`src/rtl/acc_ctrl_pkg.sv`:
```
`default_nettype none
// ============================================================================
// Package     : acc_ctrl_pkg
// Description : Shared types and constants for the accumulation-flag track
//               scheduler: scheduler state encoding, default field widths and
//               the minimum legal widen width, plus a width clamp helper.
// Revision    : 1.0 - initial release
// ============================================================================
package acc_ctrl_pkg;

  // Scheduler states; the encoding is visible in waveforms and debug taps.
  typedef enum logic [2:0] {
    IDLE  = 3'd0,
    FIRST = 3'd1,
    GAP   = 3'd2,
    TRACK = 3'd3,
    DONE  = 3'd4
  } acc_state_e;

  localparam int unsigned CNT_W_DEFAULT = 32;
  localparam int unsigned TRK_W_DEFAULT = 16;

  // A widen window of zero samples is meaningless downstream.
  localparam int unsigned MIN_WIDTH = 1;

  function automatic logic [31:0] clamp_width(input logic [31:0] width);
    return (width == 32'd0) ? 32'(MIN_WIDTH) : width;
  endfunction

endpackage : acc_ctrl_pkg
`default_nettype wire

```
`src/rtl/acc_width_shadow.sv`:
```
`default_nettype none
// ============================================================================
// Module      : acc_width_shadow
// Description : Glitch-safe shadow copy of a widen-width parameter. The copy
//               follows the requested value only while both widen windows
//               are inactive, so an in-flight window never sees its width
//               change. A request of 0 is clamped to the minimum width.
// Ports       : clk_i      - clock
//               rst_i      - asynchronous active-high reset
//               width_i    - requested width (software register)
//               widen_a_i  - first widen-active feedback
//               widen_b_i  - second widen-active feedback
//               width_o    - shadowed width (reset value = minimum width)
// Revision    : 1.0 - initial release
// ============================================================================
module acc_width_shadow
  import acc_ctrl_pkg::*;
#(
  parameter int unsigned WIDTH = 32
) (
  input  logic             clk_i,
  input  logic             rst_i,
  input  logic [WIDTH-1:0] width_i,
  input  logic             widen_a_i,
  input  logic             widen_b_i,
  output logic [WIDTH-1:0] width_o
);

  if (WIDTH < 1) begin : g_param_check
    $error("acc_width_shadow: WIDTH must be at least 1");
  end

  logic [WIDTH-1:0] width_q;
  logic [WIDTH-1:0] width_d;
  logic             update_ok;

  // Both windows idle: no widen is running, so a new width is safe to take.
  assign update_ok = ~widen_a_i & ~widen_b_i;

  always_comb begin
    width_d = width_q;
    if (update_ok) begin
      width_d = (width_i == '0) ? WIDTH'(MIN_WIDTH) : width_i;
    end
  end

  always_ff @(posedge clk_i or posedge rst_i) begin
    if (rst_i) begin
      width_q <= WIDTH'(MIN_WIDTH);
    end else begin
      width_q <= width_d;
    end
  end

  assign width_o = width_q;

endmodule : acc_width_shadow
`default_nettype wire

```
`src/rtl/acc_track_scheduler.sv`:
```
`default_nettype none
// ============================================================================
// Module      : acc_track_scheduler
// Description : Sequences the accumulation-flag datapath over a multi-track
//               scan. Drives first-track / second-track mode selects and the
//               filter enable, counts valid filter samples per track, inserts
//               an idle gap between tracks and supplies a shadowed detect
//               width that only changes while no widen window is active.
// Option      : define ACC_TRACK_STAT_EN to build the acc event counter;
//               otherwise acc_event_cnt_o is tied to 0.
// Ports       : clk_i / rst_i          - filter clock, async active-high reset
//               laser_start_i          - scan enable level (rise=start, low=abort)
//               track_len_i/gap_i/num_i- samples per track, gap cycles, tracks
//               detect_width_para_i    - requested widen width
//               filter_vld_i           - filter sample strobe
//               pre/curr_widen_result_i- widen state feedback
//               acc_result_i           - acc flag (statistics option only)
//               first_track_ctrl_o, second_track_en_o, filter_en_o - modes
//               detect_width_para_o    - shadowed widen width
//               track_idx_o, busy_o, done_o, acc_event_cnt_o - status
// Revision    : 1.0 - initial release
// ============================================================================
module acc_track_scheduler
  import acc_ctrl_pkg::*;
#(
  parameter real         TCQ   = 0.1,
  parameter int unsigned CNT_W = CNT_W_DEFAULT,
  parameter int unsigned TRK_W = TRK_W_DEFAULT
) (
  input  logic             clk_i,
  input  logic             rst_i,
  input  logic             laser_start_i,
  input  logic [CNT_W-1:0] track_len_i,
  input  logic [TRK_W-1:0] track_gap_i,
  input  logic [TRK_W-1:0] track_num_i,
  input  logic [31:0]      detect_width_para_i,
  input  logic             filter_vld_i,
  input  logic             pre_widen_result_i,
  input  logic             curr_widen_result_i,
  input  logic             acc_result_i,
  output logic             first_track_ctrl_o,
  output logic             second_track_en_o,
  output logic             filter_en_o,
  output logic [31:0]      detect_width_para_o,
  output logic [TRK_W-1:0] track_idx_o,
  output logic             busy_o,
  output logic             done_o,
  output logic [31:0]      acc_event_cnt_o
);

  // TCQ only models clock-to-Q in behavioural sims; it has no effect here.
  if (TCQ < 0.0 || CNT_W < 1 || TRK_W < 1) begin : g_param_check
    $error("acc_track_scheduler: invalid parameter value");
  end

  acc_state_e       state_q,      state_d;
  logic             laser_q,      laser_d;
  logic             laser_prev_q, laser_prev_d;
  logic [CNT_W-1:0] len_q,        len_d;
  logic [TRK_W-1:0] gap_q,        gap_d;
  logic [TRK_W-1:0] num_q,        num_d;
  logic [CNT_W-1:0] cnt_q,        cnt_d;
  logic [TRK_W-1:0] gap_cnt_q,    gap_cnt_d;
  logic [TRK_W-1:0] idx_q,        idx_d;
  logic             first_q,      first_d;
  logic             second_q,     second_d;
  logic             fen_q,        fen_d;
  logic             busy_q,       busy_d;
  logic             done_q,       done_d;

  logic             abort;
  logic             start_accept;
  logic             cnt_last;
  logic             gap_last;
  logic [TRK_W-1:0] gap_eff;

  // Abort looks at the live level so a dropped laser stops the scan on the
  // very next edge; it also outranks a coincident start.
  assign abort        = ~laser_start_i;
  assign start_accept = (state_q == IDLE) & laser_q & ~laser_prev_q & ~abort;

  // Exit on the last sample so the counter never needs to reach len.
  assign cnt_last = (cnt_q == len_q - CNT_W'(1));
  // A zero gap still costs one cycle so the enable visibly drops.
  assign gap_eff  = (gap_q == '0) ? TRK_W'(1) : gap_q;
  assign gap_last = (gap_cnt_q == gap_eff - TRK_W'(1));

  // --------------------------------------------------------------------------
  // Next-state and working-register update
  // --------------------------------------------------------------------------
  always_comb begin
    state_d      = state_q;
    laser_d      = laser_start_i;
    laser_prev_d = laser_q;
    len_d        = len_q;
    gap_d        = gap_q;
    num_d        = num_q;
    cnt_d        = cnt_q;
    gap_cnt_d    = gap_cnt_q;
    idx_d        = idx_q;

    case (state_q)
      IDLE: begin
        if (start_accept) begin
          len_d     = track_len_i;
          gap_d     = track_gap_i;
          num_d     = track_num_i;
          cnt_d     = '0;
          gap_cnt_d = '0;
          idx_d     = '0;
          if (track_len_i == '0 || track_num_i == '0) begin
            state_d = DONE;
          end else begin
            state_d = FIRST;
          end
        end
      end

      FIRST, TRACK: begin
        if (abort) begin
          state_d = IDLE;
          cnt_d   = '0;
        end else if (filter_vld_i) begin
          if (cnt_last) begin
            // The terminating sample belongs to this track only.
            state_d   = GAP;
            cnt_d     = '0;
            gap_cnt_d = '0;
            idx_d     = idx_q + TRK_W'(1);
          end else begin
            cnt_d = cnt_q + CNT_W'(1);
          end
        end
      end

      GAP: begin
        if (abort) begin
          state_d   = IDLE;
          cnt_d     = '0;
          gap_cnt_d = '0;
        end else if (gap_last) begin
          gap_cnt_d = '0;
          state_d   = (idx_q == num_q) ? DONE : TRACK;
        end else begin
          gap_cnt_d = gap_cnt_q + TRK_W'(1);
        end
      end

      DONE: begin
        state_d = IDLE;
      end

      default: begin
        state_d = IDLE;
      end
    endcase
  end

  // --------------------------------------------------------------------------
  // Output decode from the next state, so the registered outputs line up with
  // the registered state with no extra cycle of latency.
  // --------------------------------------------------------------------------
  always_comb begin
    first_d  = 1'b0;
    second_d = 1'b0;
    fen_d    = 1'b0;
    case (state_d)
      FIRST: begin
        first_d = 1'b1;
        fen_d   = 1'b1;
      end
      TRACK: begin
        second_d = 1'b1;
        fen_d    = 1'b1;
      end
      GAP: begin
        // Mode selects keep describing the track that just ended.
        first_d  = first_q;
        second_d = second_q;
      end
      default: begin
        first_d  = 1'b0;
        second_d = 1'b0;
        fen_d    = 1'b0;
      end
    endcase
    busy_d = (state_d != IDLE);
    done_d = (state_d == DONE);
  end

  always_ff @(posedge clk_i or posedge rst_i) begin
    if (rst_i) begin
      state_q      <= IDLE;
      laser_q      <= 1'b0;
      laser_prev_q <= 1'b0;
      len_q        <= '0;
      gap_q        <= '0;
      num_q        <= '0;
      cnt_q        <= '0;
      gap_cnt_q    <= '0;
      idx_q        <= '0;
      first_q      <= 1'b0;
      second_q     <= 1'b0;
      fen_q        <= 1'b0;
      busy_q       <= 1'b0;
      done_q       <= 1'b0;
    end else begin
      state_q      <= state_d;
      laser_q      <= laser_d;
      laser_prev_q <= laser_prev_d;
      len_q        <= len_d;
      gap_q        <= gap_d;
      num_q        <= num_d;
      cnt_q        <= cnt_d;
      gap_cnt_q    <= gap_cnt_d;
      idx_q        <= idx_d;
      first_q      <= first_d;
      second_q     <= second_d;
      fen_q        <= fen_d;
      busy_q       <= busy_d;
      done_q       <= done_d;
    end
  end

  assign first_track_ctrl_o = first_q;
  assign second_track_en_o  = second_q;
  assign filter_en_o        = fen_q;
  assign track_idx_o        = idx_q;
  assign busy_o             = busy_q;
  assign done_o             = done_q;

  acc_width_shadow #(
    .WIDTH (32)
  ) u_width_shadow (
    .clk_i     (clk_i),
    .rst_i     (rst_i),
    .width_i   (detect_width_para_i),
    .widen_a_i (pre_widen_result_i),
    .widen_b_i (curr_widen_result_i),
    .width_o   (detect_width_para_o)
  );

`ifdef ACC_TRACK_STAT_EN
  // Count acc rising edges while the filter path is enabled; saturating.
  logic        acc_prev_q, acc_prev_d;
  logic [31:0] acc_cnt_q,  acc_cnt_d;

  always_comb begin
    acc_prev_d = acc_result_i;
    acc_cnt_d  = acc_cnt_q;
    if (start_accept) begin
      acc_cnt_d = '0;
    end else if (fen_q && acc_result_i && !acc_prev_q && (acc_cnt_q != 32'hFFFF_FFFF)) begin
      acc_cnt_d = acc_cnt_q + 32'd1;
    end
  end

  always_ff @(posedge clk_i or posedge rst_i) begin
    if (rst_i) begin
      acc_prev_q <= 1'b0;
      acc_cnt_q  <= '0;
    end else begin
      acc_prev_q <= acc_prev_d;
      acc_cnt_q  <= acc_cnt_d;
    end
  end

  assign acc_event_cnt_o = acc_cnt_q;
`else
  logic unused_acc_result;
  assign unused_acc_result = acc_result_i;
  assign acc_event_cnt_o   = '0;
`endif

endmodule : acc_track_scheduler
`default_nettype wire

```
`config.mk`:
```
export PLATFORM = sky130hd
export DESIGN_NAME = acc_track_scheduler
export DESIGN_NICKNAME = d
export VERILOG_FILES = /design/src/rtl/acc_ctrl_pkg.sv /design/src/rtl/acc_width_shadow.sv /design/src/rtl/acc_track_scheduler.sv
export SDC_FILE = /design/constraint.sdc
export NUM_CORES = 1
export LEC_CHECK = 0
export ABC_AREA = 1
export CORE_MARGIN = 2
export CORE_UTILIZATION = 25
export CTS_BUF_LIST = sky130_fd_sc_hd__clkbuf_8
export DETAILED_ROUTE_END_ITERATION = 8
export GPL_TIMING_DRIVEN = 1
export MAX_ROUTING_LAYER = met4
export PLACE_DENSITY_LB_ADDON = 0.2
export SYNTH_ARGS = -nofsm -noshare
export SYNTH_HDL_FRONTEND = slang
export SYNTH_SLANG_ARGS = --single-unit
```
`constraint.sdc`:
```
create_clock -name clk_i -period 8.3 [get_ports clk_i]
set_clock_uncertainty 0.2 [all_clocks]
set_input_delay 1.66 -clock clk_i [delete_from_list [all_inputs] [get_ports clk_i]]
set_output_delay 1.66 -clock clk_i [all_outputs]
set_load 0.05 [all_outputs]
```
==> impl_summary.log, run 1 <==
INFO  metric crit_required = around 8500 ps
INFO  metric area.growth.synth_to_final = 22.8%
INFO  metric synth.avg_cell_area = ~7.6 um2
INFO  metric antennaDiodeCount = 0
INFO  metric fin_setup_tns = 0 ps
INFO  metric power_leakage = 5.90 nW
INFO  metric worst_hold_path.endpoint = laser_prev_q
INFO  metric drv_slew = 0
INFO  metric wirelength = 31800 um
INFO  metric maxcap_violations = 0
INFO  metric mostFrequentLayoutCells = sky130_fd_sc_hd__nand2_1 (407), sky130_fd_sc_hd__dfrtp_1 (169), sky130_fd_sc_hd__clkdlybuf4s50_1 (154)
INFO  metric remaining_drc_errors = 0
INFO  metric cts_max_path_buffers = 2
INFO  metric floorplan.die.height = 212 um
INFO  metric grt_start_max_net_pins = 70
INFO  metric die_w = between 200 and 250 um
INFO  metric synth.distinct_cells = slightly above 50
INFO  metric clk-insertion-delay-late = around 520 ps
INFO  metric cts-buffers-inserted = 17
INFO  metric holdPathStages = 0
INFO  metric drt-wirelength-per-cell = ~15 um
INFO  metric ioPinCount = about 190
INFO  metric critical_path_arrival = around 5400 ps
INFO  metric endpoint_kind = register
INFO  metric cts_hold_repair.buffers = 0
INFO  metric ys_dominant_reg_cell = sky130_fd_sc_hd__dfrtp_1
INFO  metric cts_tree = done
INFO  metric layout.cell_area.non_filler = approximately 0.013 mm2
INFO  metric achievable-frequency = between 150 and 200 MHz
INFO  metric route.vias.total = roughly 9500
INFO  metric final_min_period_over_clock_period = 0.624
INFO  metric final-hold-violation-count = 0
INFO  metric cts.repair_timing.setup_buffer_count = 0
INFO  metric fp.dieArea = 0.0450 mm2
INFO  metric synth-warning-count = 0
INFO  metric regToRegSetupSlack = approximately 4500 ps
INFO  metric reg2reg_depth = 10
INFO  metric floorplan.core_area = between 0.04 and 0.05 mm2
INFO  metric async_flop_share = 1.00
INFO  metric drt_pass1_iterations = 5
INFO  metric setup_viol = 0
INFO  metric cts_resized = 0
INFO  metric antenna_found_initial = 0
INFO  metric holdCritStartpoint = laser_prev_d
INFO  metric layout_commonest_cell = sky130_fd_sc_hd__nand2_1
INFO  metric drt_initial_violations = between 600 and 700
INFO  metric placement.cell_area = between 0.01 and 0.015 mm2
INFO  metric grt_use_total = 0.151
INFO  metric holdCritPathClass = reg2reg
INFO  metric syn-cell-area = 0.0108 mm2
INFO  metric finalHoldWorstSlack = 205 ps
INFO  metric irDropWorstVdd = approximately 0.12 mV
INFO  metric vias_per_cell = approximately 4.4
INFO  metric r2r-start = state_q[0]
INFO  metric grt_first_pass_wirelength = 51400 um
INFO  metric critPathKind = in2reg
INFO  metric synthesized_flop_and_latch_total = 170
INFO  metric max_transition_margin = 0.256
INFO  metric cts.sinks = 170
INFO  metric ratio_of_cells_with_drive_above_1_in_the_final_layout = 0.108
INFO  metric synth_seq_area_share = 0.393
INFO  metric dp_hpwl = approximately 24000 um
INFO  metric floorplan.rows = 76
INFO  metric worstSetupStartpointType = input pin
INFO  metric first_global_vias = roughly 9500
INFO  metric outcome = complete, no violations
INFO  metric numPortBuffers = 154
INFO  metric syn_inst = 1419
INFO  metric number_of_synthesized_flops_with_an_enable_pin = 0
INFO  metric period_needed = 5180 ps
INFO  metric clk_pin_slew = 90 ps
INFO  metric num-nets-final = between 1500 and 2000
INFO  metric nFillCells = 4640
INFO  metric cts_htree_levels = 4
INFO  metric grt_setup_unrepaired = no
INFO  metric power_density_normalized_to_cell_area = about 210 mW/mm2
INFO  metric critical_path.max_fanout = 63
INFO  metric tightest_slew = between 1000 and 1500 ps
INFO  metric timing.rr.end = busy_o
INFO  metric gpl.final_weighted_congestion = approximately 0.87
INFO  metric globalRouteOverflowTotal = 0
INFO  metric initial_utilization = 0.252
INFO  metric drtAntennaViolNets = 0
INFO  metric root_buffer = sky130_fd_sc_hd__clkbuf_8
==> critical path, cell delays in order <==
cell and delay (ps):
sky130_fd_sc_hd__clkdlybuf4s50_1 860, sky130_fd_sc_hd__nand2_1 100, sky130_fd_sc_hd__nor2_1 110, sky130_fd_sc_hd__nand2_1 410, sky130_fd_sc_hd__buf_4 430, sky130_fd_sc_hd__inv_2 410, sky130_fd_sc_hd__buf_4 570, sky130_fd_sc_hd__nand2_1 150
sky130_fd_sc_hd__o21ai_0 330, sky130_fd_sc_hd__o21ai_0 160, sky130_fd_sc_hd__nor2_1 120, sky130_fd_sc_hd__nand2_1 50
==> logic make-up (layout without fill, tap and decap cells) <==
| logic type | after synthesis | count (layout) | share of synthesized area |
|---|---|---|---|
| and+or+nand+nor | 804 | 804 | 0.346 |
| xor gates and xnor gates | 97 | 97 | 0.0785 |
| AOI/OAI and AO/OA | 96 | 96 | 0.0551 |
| DFF | 170 | 170 | 0.393 |
| muxes | 31 | 31 | 0.0323 |
| other | 1 | 32 | 0.000346 |
| adders and majority gates | 5 | 5 | 0.00578 |
| buffers and inverters | 215 | 335 | 0.0891 |
==> final cells by class <==
| class | instances | area, um2 | area share |
|---|---|---|---|
| clock inverters | 11 | 193 | 0.0145 |
| well taps | 585 | 732 | 0.0550 |
| clock buffers | 19 | 262 | 0.0197 |
| flip-flops and latches | 170 | 4260 | 0.320 |
| inverters | 146 | 553 | 0.0416 |
| multi-input cells | 1065 | 5720 | 0.430 |
| repair buffers | 159 | 1580 | 0.119 |
==> synth_stat cells (3+ instances only) <==
cell type / n / area, um2
sky130_fd_sc_hd__clkbuf_1: 27 / 101
sky130_fd_sc_hd__inv_2: 8 / 30.0
sky130_fd_sc_hd__inv_1: 138 / 518
sky130_fd_sc_hd__nand2_2: 20 / 125
sky130_fd_sc_hd__nand3_4: 3 / 52.6
sky130_fd_sc_hd__nand3b_1: 7 / 52.6
sky130_fd_sc_hd__dfrtp_1: 169 / 4230
sky130_fd_sc_hd__nor2_1: 125 / 469
sky130_fd_sc_hd__nand3_1: 79 / 395
sky130_fd_sc_hd__nand2_1: 407 / 1530
sky130_fd_sc_hd__nand3_2: 5 / 50.1
sky130_fd_sc_hd__buf_4: 33 / 248
sky130_fd_sc_hd__buf_2: 3 / 15.0
sky130_fd_sc_hd__nor3_1: 22 / 110
sky130_fd_sc_hd__o22ai_1: 12 / 75.1
sky130_fd_sc_hd__or2_2: 14 / 87.6
sky130_fd_sc_hd__ha_1: 5 / 62.6
sky130_fd_sc_hd__buf_6: 4 / 45.0
sky130_fd_sc_hd__nor3_2: 5 / 50.1
sky130_fd_sc_hd__nor2_2: 16 / 100
sky130_fd_sc_hd__xnor2_1: 21 / 184
sky130_fd_sc_hd__nor4_1: 28 / 175
sky130_fd_sc_hd__nor3b_1: 3 / 22.5
sky130_fd_sc_hd__nand4_1: 54 / 338
sky130_fd_sc_hd__xor2_1: 76 / 666
sky130_fd_sc_hd__a21oi_1: 7 / 35.0
sky130_fd_sc_hd__o21ai_0: 46 / 230
sky130_fd_sc_hd__o21ai_2: 16 / 140
sky130_fd_sc_hd__nor2_4: 6 / 67.6
sky130_fd_sc_hd__o21ai_1: 4 / 20.0
sky130_fd_sc_hd__mux2_2: 31 / 349
==> power by group <==
group | switching [mW] | total [mW] | internal, mW | leakage (nW)
Sequential | 0.150 | 1.10 | 0.951 | 2.19
Combinational | 0.632 | 0.977 | 0.345 | 3.47
Clock | 0.332 | 0.704 | 0.372 | 0.235
==> per-stage QoR <==
stage | power [mW] | cells | utilization | setup WS (ps)
floorplan | 1.81 | 1450 | - | 1840
global placement | 2.09 | 2125 | 0.299 | 2530
detailed placement | 2.10 | 2125 | 0.299 | 2530
CTS | 2.82 | 2155 | 0.310 | 3090
global route | 2.99 | 2155 | 0.310 | 2670
finish | 2.78 | 2155 | 0.310 | 3120
==> per-layer routing <==
metal	wire (um)	track usage	part of all wire
met5	0	-	0
met4	189	0.0270	0.0059
met3	2110	0.0393	0.066
met2	13500	0.218	0.42
met1	16000	0.212	0.50
==> sequential cells by signal, summed over array words and instances (netlist names), 3 cells and up <==
signal / count
gap_cnt_q: 16
cnt_q: 32
state_q: 3
track_idx_o: 16
num_q: 16
gap_q: 16
u_width_shadow.width_o: 32
len_q: 32
==> worst max path at each step <==
stage                             start  endpoint  slack [ps]
after CTS                 laser_start_i    busy_o        3090
final                     laser_start_i    busy_o        3120
after detailed placement  laser_start_i    busy_o        2530
after global routing      laser_start_i    busy_o        2670
after floorplan                   rst_i    busy_o        1840
after global placement    laser_start_i    busy_o        2530
Note: power is estimated with default switching activity, not from simulation.
==> run 2, diff against run 1 <==
clock period = 5.1 ns   (was 8.3 ns; I/O delays follow)
==> impl_summary.log, run 2 (synthesis gave the netlist of run 1 again) <==
INFO  metric outcome = complete, no violations
INFO  metric cts.repair_timing.setup_buffer_count = 0 (unchanged)
INFO  metric critical_path.max_fanout = 40 (-37%)
INFO  metric floorplan.core_area = 0.0429 mm2 (unchanged)
INFO  metric tightest_slew = 1160 ps (+58.8 ps)
INFO  metric grt_first_pass_wirelength = 50600 um (-1.6%)
INFO  metric drv_slew = 0 (unchanged)
INFO  metric crit_path_start = laser_start_i
INFO  metric cp_num_buf_inv = 3 (-1)
INFO  metric clk-insertion-delay-late = 510 ps (about the same)
INFO  metric drt_initial_violations = 625 (-2.8%)
INFO  metric floorplan.rows = 76 (unchanged)
INFO  metric period_needed = ~3600 ps
INFO  metric holdCritPathClass = reg2reg
INFO  metric ratio_of_cells_with_drive_above_1_in_the_final_layout = 0.109 (+0.000498)
INFO  metric route.vias.total = 9461 (-0.44%)
INFO  metric crit_path_end = busy_o
INFO  metric vias_per_cell = 4.38 (-0.58%)
INFO  metric fp.dieArea = 0.0450 mm2 (unchanged)
INFO  metric cts_max_path_buffers = 2 (unchanged)
INFO  metric fin_setup_tns = 0 ps (unchanged)
INFO  metric power_leakage = 5.89 nW (-0.19%)
INFO  metric grt_start_max_net_pins = 171 (+140%)
INFO  metric cts.sinks = 170 (unchanged)
INFO  metric regToRegSetupSlack = 1590 ps (-2880 ps)
INFO  metric setup_viol = 0 (unchanged)
INFO  metric power_density_normalized_to_cell_area = 338 mW/mm2 (+61%)
INFO  metric numPortBuffers = 154 (unchanged)
INFO  metric worst_path_max_stage_delay = 870 ps (about the same)
INFO  metric cts_resized = 0 (unchanged)
INFO  metric achievable-frequency = around 270 MHz
INFO  metric endpoint_kind = register
INFO  metric worst-path-stages = 11 (-1)
INFO  metric layout_commonest_cell = sky130_fd_sc_hd__nand2_1
INFO  metric grt_setup_unrepaired = no
INFO  metric drtAntennaViolNets = 0 (unchanged)
INFO  metric critical_path.cell_chain = clkdlybuf4s50_1 > nand2_1 > nor2_1 > nand2_1 > buf_4 > inv_2 > nand2_1 > o21ai_0 > o21ai_0 > nor2_1 > nand2_1
INFO  metric irDropWorstVdd = 0.216 mV (+78%)
INFO  metric drt_pass1_iterations = 7 (+2)
INFO  metric final_min_period_over_clock_period = 0.715
INFO  metric reg2reg_depth = 18 (+8)
INFO  metric crit_required = 5300 ps (-3210 ps)
INFO  metric r2r-start = gap_q[4]
INFO  metric remaining_drc_errors = 0 (unchanged)
INFO  metric final-hold-violation-count = 0 (unchanged)
INFO  metric maxcap_violations = 0 (unchanged)
INFO  metric die_w = 212 um (unchanged)
INFO  metric initial_utilization = 0.252 (unchanged)
INFO  metric antenna_found_initial = 1 (+1)
INFO  metric num-nets-final = 1667 (unchanged)
INFO  metric worstSetupStartpointType = input pin
INFO  metric globalRouteOverflowTotal = 0 (unchanged)
INFO  metric root_buffer = sky130_fd_sc_hd__clkbuf_8
INFO  metric timing.critical_path.mode_cell = sky130_fd_sc_hd__nand2_1
INFO  metric instances_no_fill = 2158 (+0.14%)
INFO  metric critical_path_arrival = 3840 ps (-1550 ps)
INFO  metric cts_hold_repair.buffers = 0 (unchanged)
INFO  metric critical-path-slowest-cell = sky130_fd_sc_hd__clkdlybuf4s50_1
INFO  metric cts_tree = done
INFO  metric floorplan.die.height = 212 um (unchanged)
INFO  metric first_global_vias = 9277 (-1.9%)
INFO  metric grt_use_total = 0.148 (-0.00256)
INFO  metric area.growth.synth_to_final = 23.0%
INFO  metric gpl.final_weighted_congestion = 0.873 (+0.53%)
INFO  metric cts-buffers-inserted = 17 (unchanged)
INFO  metric ioPinCount = 188 (unchanged)
INFO  metric critPathKind = in2reg
INFO  metric placed_cells = 2125 (unchanged)
INFO  metric max_transition_margin = 0.224 (-0.0324)
INFO  metric dp_hpwl = 23900 um (-2.0%)
INFO  metric mostFrequentLayoutCells = sky130_fd_sc_hd__nand2_1 (407), sky130_fd_sc_hd__dfrtp_1 (169), sky130_fd_sc_hd__clkdlybuf4s50_1 (154)
INFO  metric timing.rr.end = busy_o
INFO  metric clk_pin_slew = 90 ps (about the same)
INFO  metric drt-wirelength-per-cell = 14.5 um (-1.8%)
INFO  metric wirelength = 31300 um (-1.6%)
INFO  metric cts_htree_levels = 4 (unchanged)
INFO  metric cpLargestDelayFamily = buffers and inverters
## run 2: cell count changes in the layout (fill, tap and decap cells not counted), sizes merged
| cell | before | now |
|---|---|---|
| clkinvlp | 0 | 4 |
| bufinv | 5 | 4 |
| clkbuf | 19 | 18 |
| clkinv | 3 | 2 |
| diode | 0 | 1 |
| inv | 149 | 150 |
## run 2: area by class of cell
type                       instances  area [um2]
multi-input combinational       1065        5720
timing repair buffer             159        1600
sequential                       170        4260
fill                            4628       29600
clock buffer                      18         248
inverter                         146         552
clock inverter                    14         196
tap                              585         732
antenna                            1        2.50
## run 2: report_power, final
part           switching, mW  internal (mW)
Combinational           1.02          0.566
Sequential             0.243           1.55
Clock                  0.565          0.550
## run 2: through the flow
step / util / hold WS, ps / worst slack [ps] / instance area, um2 / power [mW]
finish: 0.310 / 184 / 1450 / 13300 / 4.50
global route: 0.310 / 206 / 1090 / 13300 / 4.82
CTS: 0.310 / 187 / 1490 / 13300 / 4.56
detailed placement: 0.300 / 165 / 909 / 12900 / 3.41
global placement: 0.300 / 160 / 908 / 12900 / 3.40
floorplan: - / 154 / 1710 / 10900 / 2.94
## run 2: how the worst min path moves through the flow
stage,startpoint,end,slack [ps],depth (start not counted)
after global placement,laser_prev_d,laser_prev_q,160,0
after CTS,laser_prev_d,laser_prev_q,190,0
after detailed placement,laser_prev_d,laser_prev_q,170,0
final,laser_prev_d,laser_prev_q,180,0
after floorplan,laser_prev_d,laser_prev_q,150,0
after global routing,laser_prev_d,laser_prev_q,210,0
## run 2: routing by layer
layer  GRT usage  vias up  share of wire
met4      0.0345        0         0.0089
met2       0.210      239           0.42
met1       0.210     4405           0.51
li1            -     4799              -
met3      0.0369       18          0.058
met5           -        -              0
